$ cat config.mk
export PLATFORM = sky130hd
export DESIGN_NAME = control_sequencer
export DESIGN_NICKNAME = d
export VERILOG_FILES = /design/src/rtl/control_sequencer_pkg.sv /design/src/rtl/control_sequencer_step_counter.sv /design/src/rtl/control_sequencer.sv
export SDC_FILE = /design/constraint.sdc
export NUM_CORES = 1
export LEC_CHECK = 0
export ABC_CLOCK_PERIOD_IN_PS = 2400
export CELL_PAD_IN_SITES_DETAIL_PLACEMENT = 0
export CELL_PAD_IN_SITES_GLOBAL_PLACEMENT = 2
export CORE_MARGIN = 2
export CORE_UTILIZATION = 30
export CTS_BUF_LIST = sky130_fd_sc_hd__clkbuf_16
export CTS_CLUSTER_DIAMETER = 60
export DETAILED_ROUTE_END_ITERATION = 10
export DONT_BUFFER_PORTS = 1
export MAX_ROUTING_LAYER = met4
export PLACE_DENSITY = 0.79
export SLEW_MARGIN = 20
export SYNTH_ARGS = -nofsm -noshare
export SYNTH_HDL_FRONTEND = slang
export SYNTH_SLANG_ARGS = --single-unit
$ cat constraint.sdc
create_clock -name mclk -period 2.4 [get_ports mclk]
set_clock_uncertainty 0.05 [all_clocks]
set_input_delay 0.48 -clock mclk [delete_from_list [all_inputs] [get_ports mclk]]
set_output_delay 0.48 -clock mclk [all_outputs]
set_load 0.02 [all_outputs]
$ cat src/rtl/control_sequencer_pkg.sv
// Shared constants and the control-word layout for the SAP-1 micro-sequencer.
package control_sequencer_pkg;

  localparam int OPCODE_WIDTH = 4;
  localparam int NUM_STEPS    = 5;
  localparam int STEP_WIDTH   = 3;

  localparam logic [STEP_WIDTH-1:0] T0 = 3'd0;
  localparam logic [STEP_WIDTH-1:0] T1 = 3'd1;
  localparam logic [STEP_WIDTH-1:0] T2 = 3'd2;
  localparam logic [STEP_WIDTH-1:0] T3 = 3'd3;
  localparam logic [STEP_WIDTH-1:0] T4 = 3'd4;

  localparam logic [OPCODE_WIDTH-1:0] OP_NOP = 4'd0;
  localparam logic [OPCODE_WIDTH-1:0] OP_LDA = 4'd1;
  localparam logic [OPCODE_WIDTH-1:0] OP_ADD = 4'd2;
  localparam logic [OPCODE_WIDTH-1:0] OP_SUB = 4'd3;
  localparam logic [OPCODE_WIDTH-1:0] OP_STA = 4'd4;
  localparam logic [OPCODE_WIDTH-1:0] OP_LDI = 4'd5;
  localparam logic [OPCODE_WIDTH-1:0] OP_JMP = 4'd6;
  localparam logic [OPCODE_WIDTH-1:0] OP_JC  = 4'd7;
  localparam logic [OPCODE_WIDTH-1:0] OP_JZ  = 4'd8;
  localparam logic [OPCODE_WIDTH-1:0] OP_JO  = 4'd9;
  localparam logic [OPCODE_WIDTH-1:0] OP_OUT = 4'd14;
  localparam logic [OPCODE_WIDTH-1:0] OP_HLT = 4'd15;

  typedef struct packed {
    logic mar_in;
    logic ram_in;
    logic ram_out;
    logic ir_in;
    logic ir_out;
    logic a_in;
    logic a_out;
    logic b_in;
    logic alu_out;
    logic sub;
    logic latch_flags;
    logic out_in;
    logic pc_en;
    logic pc_out;
    logic jump;
  } ctrl_t;

endpackage

$ cat src/rtl/control_sequencer_step_counter.sv
// Modulo-N T-state counter with enable and synchronous active-high reset.
module control_sequencer_step_counter #(
  parameter int NUM_STEPS = 5,
  parameter int WIDTH     = $clog2(NUM_STEPS)
) (
  input  logic             clk,
  input  logic             reset,
  input  logic             enable,
  output logic [WIDTH-1:0] count
);

  localparam logic [WIDTH-1:0] LAST = WIDTH'(NUM_STEPS - 1);

  // NOTE: registers use non-blocking assignments so every flop samples pre-edge values.
  always_ff @(posedge clk) begin
    if (reset) begin
      count <= '0;
    end else if (enable) begin
      count <= (count == LAST) ? '0 : count + 1'b1;
    end
  end

endmodule

$ cat src/rtl/control_sequencer.sv
// SAP-1 micro-sequencer: steps T0..T4 and decodes opcode/flags into datapath strobes.
module control_sequencer
  import control_sequencer_pkg::*;
#(
  parameter int OPCODE_WIDTH = control_sequencer_pkg::OPCODE_WIDTH,
  parameter int NUM_STEPS    = control_sequencer_pkg::NUM_STEPS
) (
  input  logic                    mclk,
  input  logic                    i_reset,
  input  logic                    mclk_en,
  input  logic [OPCODE_WIDTH-1:0] i_opcode,
  input  logic                    i_zero,
  input  logic                    i_carry,
  input  logic                    i_odd,
  output logic [2:0]              o_step,
  output logic                    o_halt,
  output logic                    o_mar_in,
  output logic                    o_ram_in,
  output logic                    o_ram_out,
  output logic                    o_ir_in,
  output logic                    o_ir_out,
  output logic                    o_a_in,
  output logic                    o_a_out,
  output logic                    o_b_in,
  output logic                    o_alu_out,
  output logic                    o_sub,
  output logic                    o_latch_flags,
  output logic                    o_out_in,
  output logic                    o_pc_en,
  output logic                    o_pc_out,
  output logic                    o_jump
);

  logic [STEP_WIDTH-1:0] step;
  logic                  halt;
  logic                  halt_now;
  logic                  advance;
  ctrl_t                 ctrl;

  // The HLT T2 edge freezes the counter on that same edge, so step stays at 2.
  assign halt_now = mclk_en && !halt && (step == T2) && (i_opcode == OP_HLT);
  assign advance  = mclk_en && !halt && !halt_now;

  control_sequencer_step_counter #(
    .NUM_STEPS (NUM_STEPS),
    .WIDTH     (STEP_WIDTH)
  ) u_step_counter (
    .clk    (mclk),
    .reset  (i_reset),
    .enable (advance),
    .count  (step)
  );

  always_ff @(posedge mclk) begin
    if (i_reset) begin
      halt <= 1'b0;
    end else if (halt_now) begin
      halt <= 1'b1;
    end
  end

  // NOTE: ctrl is cleared first so every path assigns it and no latch is inferred.
  always_comb begin
    ctrl = '0;
    if (!halt) begin
      case (step)
        T0: begin
          ctrl.pc_out = 1'b1;
          ctrl.mar_in = 1'b1;
        end
        T1: begin
          ctrl.ram_out = 1'b1;
          ctrl.ir_in   = 1'b1;
          ctrl.pc_en   = 1'b1;
        end
        T2: begin
          case (i_opcode)
            OP_LDA, OP_ADD, OP_SUB, OP_STA: begin
              ctrl.ir_out = 1'b1;
              ctrl.mar_in = 1'b1;
            end
            OP_LDI: begin
              ctrl.ir_out = 1'b1;
              ctrl.a_in   = 1'b1;
            end
            OP_JMP: begin
              ctrl.ir_out = 1'b1;
              ctrl.jump   = 1'b1;
            end
            OP_JC: begin
              ctrl.ir_out = i_carry;
              ctrl.jump   = i_carry;
            end
            OP_JZ: begin
              ctrl.ir_out = i_zero;
              ctrl.jump   = i_zero;
            end
            OP_JO: begin
              ctrl.ir_out = i_odd;
              ctrl.jump   = i_odd;
            end
            OP_OUT: begin
              ctrl.a_out  = 1'b1;
              ctrl.out_in = 1'b1;
            end
            default: ;
          endcase
        end
        T3: begin
          case (i_opcode)
            OP_LDA: begin
              ctrl.ram_out = 1'b1;
              ctrl.a_in    = 1'b1;
            end
            OP_ADD, OP_SUB: begin
              ctrl.ram_out = 1'b1;
              ctrl.b_in    = 1'b1;
            end
            OP_STA: begin
              ctrl.a_out  = 1'b1;
              ctrl.ram_in = 1'b1;
            end
            default: ;
          endcase
        end
        T4: begin
          if (i_opcode == OP_ADD || i_opcode == OP_SUB) begin
            ctrl.alu_out     = 1'b1;
            ctrl.a_in        = 1'b1;
            ctrl.latch_flags = 1'b1;
            ctrl.sub         = (i_opcode == OP_SUB);
          end
        end
        default: ;
      endcase
    end
  end

  assign o_step        = step;
  assign o_halt        = halt;
  assign o_mar_in      = ctrl.mar_in;
  assign o_ram_in      = ctrl.ram_in;
  assign o_ram_out     = ctrl.ram_out;
  assign o_ir_in       = ctrl.ir_in;
  assign o_ir_out      = ctrl.ir_out;
  assign o_a_in        = ctrl.a_in;
  assign o_a_out       = ctrl.a_out;
  assign o_b_in        = ctrl.b_in;
  assign o_alu_out     = ctrl.alu_out;
  assign o_sub         = ctrl.sub;
  assign o_latch_flags = ctrl.latch_flags;
  assign o_out_in      = ctrl.out_in;
  assign o_pc_en       = ctrl.pc_en;
  assign o_pc_out      = ctrl.pc_out;
  assign o_jump        = ctrl.jump;

endmodule

==> results <==
==> cell families (layout without fill, tap and decap cells) <==
group / count (synthesis) / after routing
AND/OR/NAND/NOR: 40 / 40
AO/OA/AOI/OAI: 12 / 12
buffers and inverters: 10 / 19
adder cells (fa/ha/maj): 5 / 5
flip-flops: 4 / 4
multiplexers: 3 / 3
==> registers in the layout, indices dropped and copies added (netlist names) <==
signal,flops
o_halt,1
u_step_counter.count,3
==> per-layer routing <==
metal | vias to the layer above | wire length [um] | track usage, %
met5 | - | 0 | -
met4 | 0 | 14 | 6.667
met3 | 2 | 91 | 1.887
met2 | 14 | 966 | 25.41
met1 | 278 | 681 | 19.32
li1 | 289 | - | -
==> cells in the mapped netlist (all sizes together), types with 2 or more instances <==
cell	instances
mux2i	3
and2	4
a21oi	3
nand2b	5
nand2	4
nor2	9
ha	5
nand4	2
or4b	2
clkbuf	2
nor3	3
nand3b	2
inv	4
dfxtp	4
buf	4
o21a	2
a31oi	2
==> where the power goes <==
group          internal [W]  leakage (nW)  switching, W
clock              0.000212        0.0370     0.0000428
combinational     0.0000462         0.233     0.0000640
sequential        0.0000712        0.0336    0.00000435
total              0.000330         0.304      0.000111
==> per-stage QoR <==
step	utilization [%]	TNS (ns)	hold slack (ns)	power (W)
floorplan	-	0	0.5024	0.0001536
global placement	36.56	0	0.5051	0.0001628
detailed placement	36.56	0	0.5062	0.0001637
CTS	41.43	-0.04130	0.2742	0.0004263
global route	46.67	-0.03725	0.2765	0.0004615
finish	46.67	0	0.2781	0.0004410
==> repair_timing <==
action                                  4_1_cts  5_1_grt
resized for setup                             5       15
pin swaps                                     0        2
buffers inserted                              0        3
endpoints found under the setup margin        2        2
==> worst register-to-register path: cells and delay by family, from the launching register on <==
| family | cells | cell delay, ns |
|---|---|---|
| muxes | 1 | 0.22 |
| AOI/OAI and AO/OA | 1 | 0.37 |
| and+or+nand+nor | 1 | 0.25 |
| adders and majority gates | 1 | 0.16 |
| DFF | 1 | 0.32 |
| buffers and inverters | 2 | 0.28 |
==> layout make-up <==
class	instances	area share, %
tap	25	3.840
timing repair buffer	12	12.44
sequential	4	10.45
clock buffer	3	9.217
multi-input combinational	60	61.90
inverter	4	2.151
==> how the worst max path moves through the flow <==
stage                                        from      to  slack, ns  cells after the start
final                     u_step_counter.count[0]  o_a_in       0.04                      6
after global routing      u_step_counter.count[0]  o_a_in      -0.04                      7
after CTS                 u_step_counter.count[0]  o_a_in      -0.04                      7
after detailed placement  u_step_counter.count[0]  o_a_in       0.12                      6
after global placement    u_step_counter.count[0]  o_a_in       0.16                      6
after floorplan           u_step_counter.count[0]  o_a_in       0.03                      5
==> reports/metrics.csv <==
metric,value,unit
outcome,finished clean,
Max Root-Sink Buffers,2,
row cnt,15,
post-DP HPWL,1224,um
"most common cell after layout, fill and taps aside",buf_4,
Hold Path Class,input port to flop,
dpl ws,0.1185,ns
Die Ht,47.42,um
nets,100,
part of the Yosys area used for sequential elements,14.16,%
DRC,0,
CTS Buf Count,3,
Core Region,1745,um2
Syn-to-layout area delta,44.03,%
share of Yosys cell area claimed by the top area cell type,14.16,%
Fill cells,170,
gr usage total,15.62,%
CP max FO,3,
Routed Wire Length,1754,um
synth warn,0,
Main synth FF type,dfxtp_1,
Critical Path Start Type,flop,
CP bufs+invs,2,
fraction of layout cells with a size suffix above 1,40.96,%
initial antenna violation count,0,
final instance area,814.5,um2
Final Non-Filler Cells,108,
Max transition margin,68.79,%
starting density of the core,32.40,%
fraction of registers with async set/reset,0,%
Final Critical Period,2.358,ns
DR WL/cell,16.24,um
CTS tree,done,
"antenna viol nets, final",0,
Max Clk Rate,424.1,MHz
die width,47.42,um
Mean Syn Cell Area,7.642,um2
pin count of the biggest net entering global routing,14,
RR Endpoint,u_step_counter.count[0],
CP cell instances,inv_4 -> ha_4 -> nand2_2 -> or4b_4 -> a2111oi_4 -> buf_4,
Final WS setup,0.04205,ns
vias per inst,5.398,
top post-synthesis cells by area,"dfxtp_1, ha_1, nor2_1, nand2b_1, mux2i_1",
Die ar.,2249,um2
XOR/XNOR share of the synthesized area,0,%
Slew Limit Fails,0,
Adder-Cell Fraction of Synth Area,11.06,%
Worst Min Path Start,i_reset,
post-synthesis compound-gate area fraction,16.15,%
Max Cap Viol,0,
Synth Area in Simple Gates,43.81,%
fin crit share,98.25,%
first-pass GRT wire length,2421,um
hold buffers post-CTS,0,
area of the multi-input gates,504.2,um2
placed cells,102,
insertion delay to the later sink of the worst-skew pair,0.22,ns
Final Hold Viols,0,
Synth Register Bits,4,
P per Cell Area,541.4,nW/um2
most frequent cells in the layout,"buf_4, nor2_1, nand2b_1",
GP Congestion,0.7738,
Worst-Margin Slew,0.4696,ns
Top delay family on crit path,simple AND/OR/NAND/NOR gates,
Worst path slowest cell,or4b_4,
n_diodes,0,
GRT overflow,0,
Leakage,0.3041,nW
CP required,1.87,ns
Post-Syn Instances,74,
I/O pin total,29,
Post-synth EDFFs,0,
crit end category,primary output,
hold path cells,1,
vias in the first global route,531,
Hold Path Sink,o_halt,
Pre-antenna DRT Iters,4,
Mapped Nets,89,
FF/Latch Area,85.08,um2
htree depth,1,
First DRT Iteration DRCs,5,
# setup viols final,0,
clock root buffer,clkbuf_16,
Mapped Area,565.5,um2
VDD IR max,0.4015,mV
largest family of logic cells by synthesized area,simple AND/OR/NAND/NOR gates,
clk slew on worst S/H paths,0.03,ns
Worst EP arrival,1.83,ns
CP max stage delay,0.50,ns
clock net sink count,4,
Synth area leader,dfxtp_1,
"Distinct cells, synth",35,
Post-DP Area,638.1,um2
Vias,583,
FF-to-FF setup slack,0.69,ns
fraction of synthesized area in multiplexers,5.310,%
RSZ-0062 raised after global routing,true,
PortBufs,0,
Worst R2R Start,u_step_counter.count[1],
Setup CP Type,flop to primary output,
Reg2Reg Depth,6,
(Power assumes the default switching activity.)
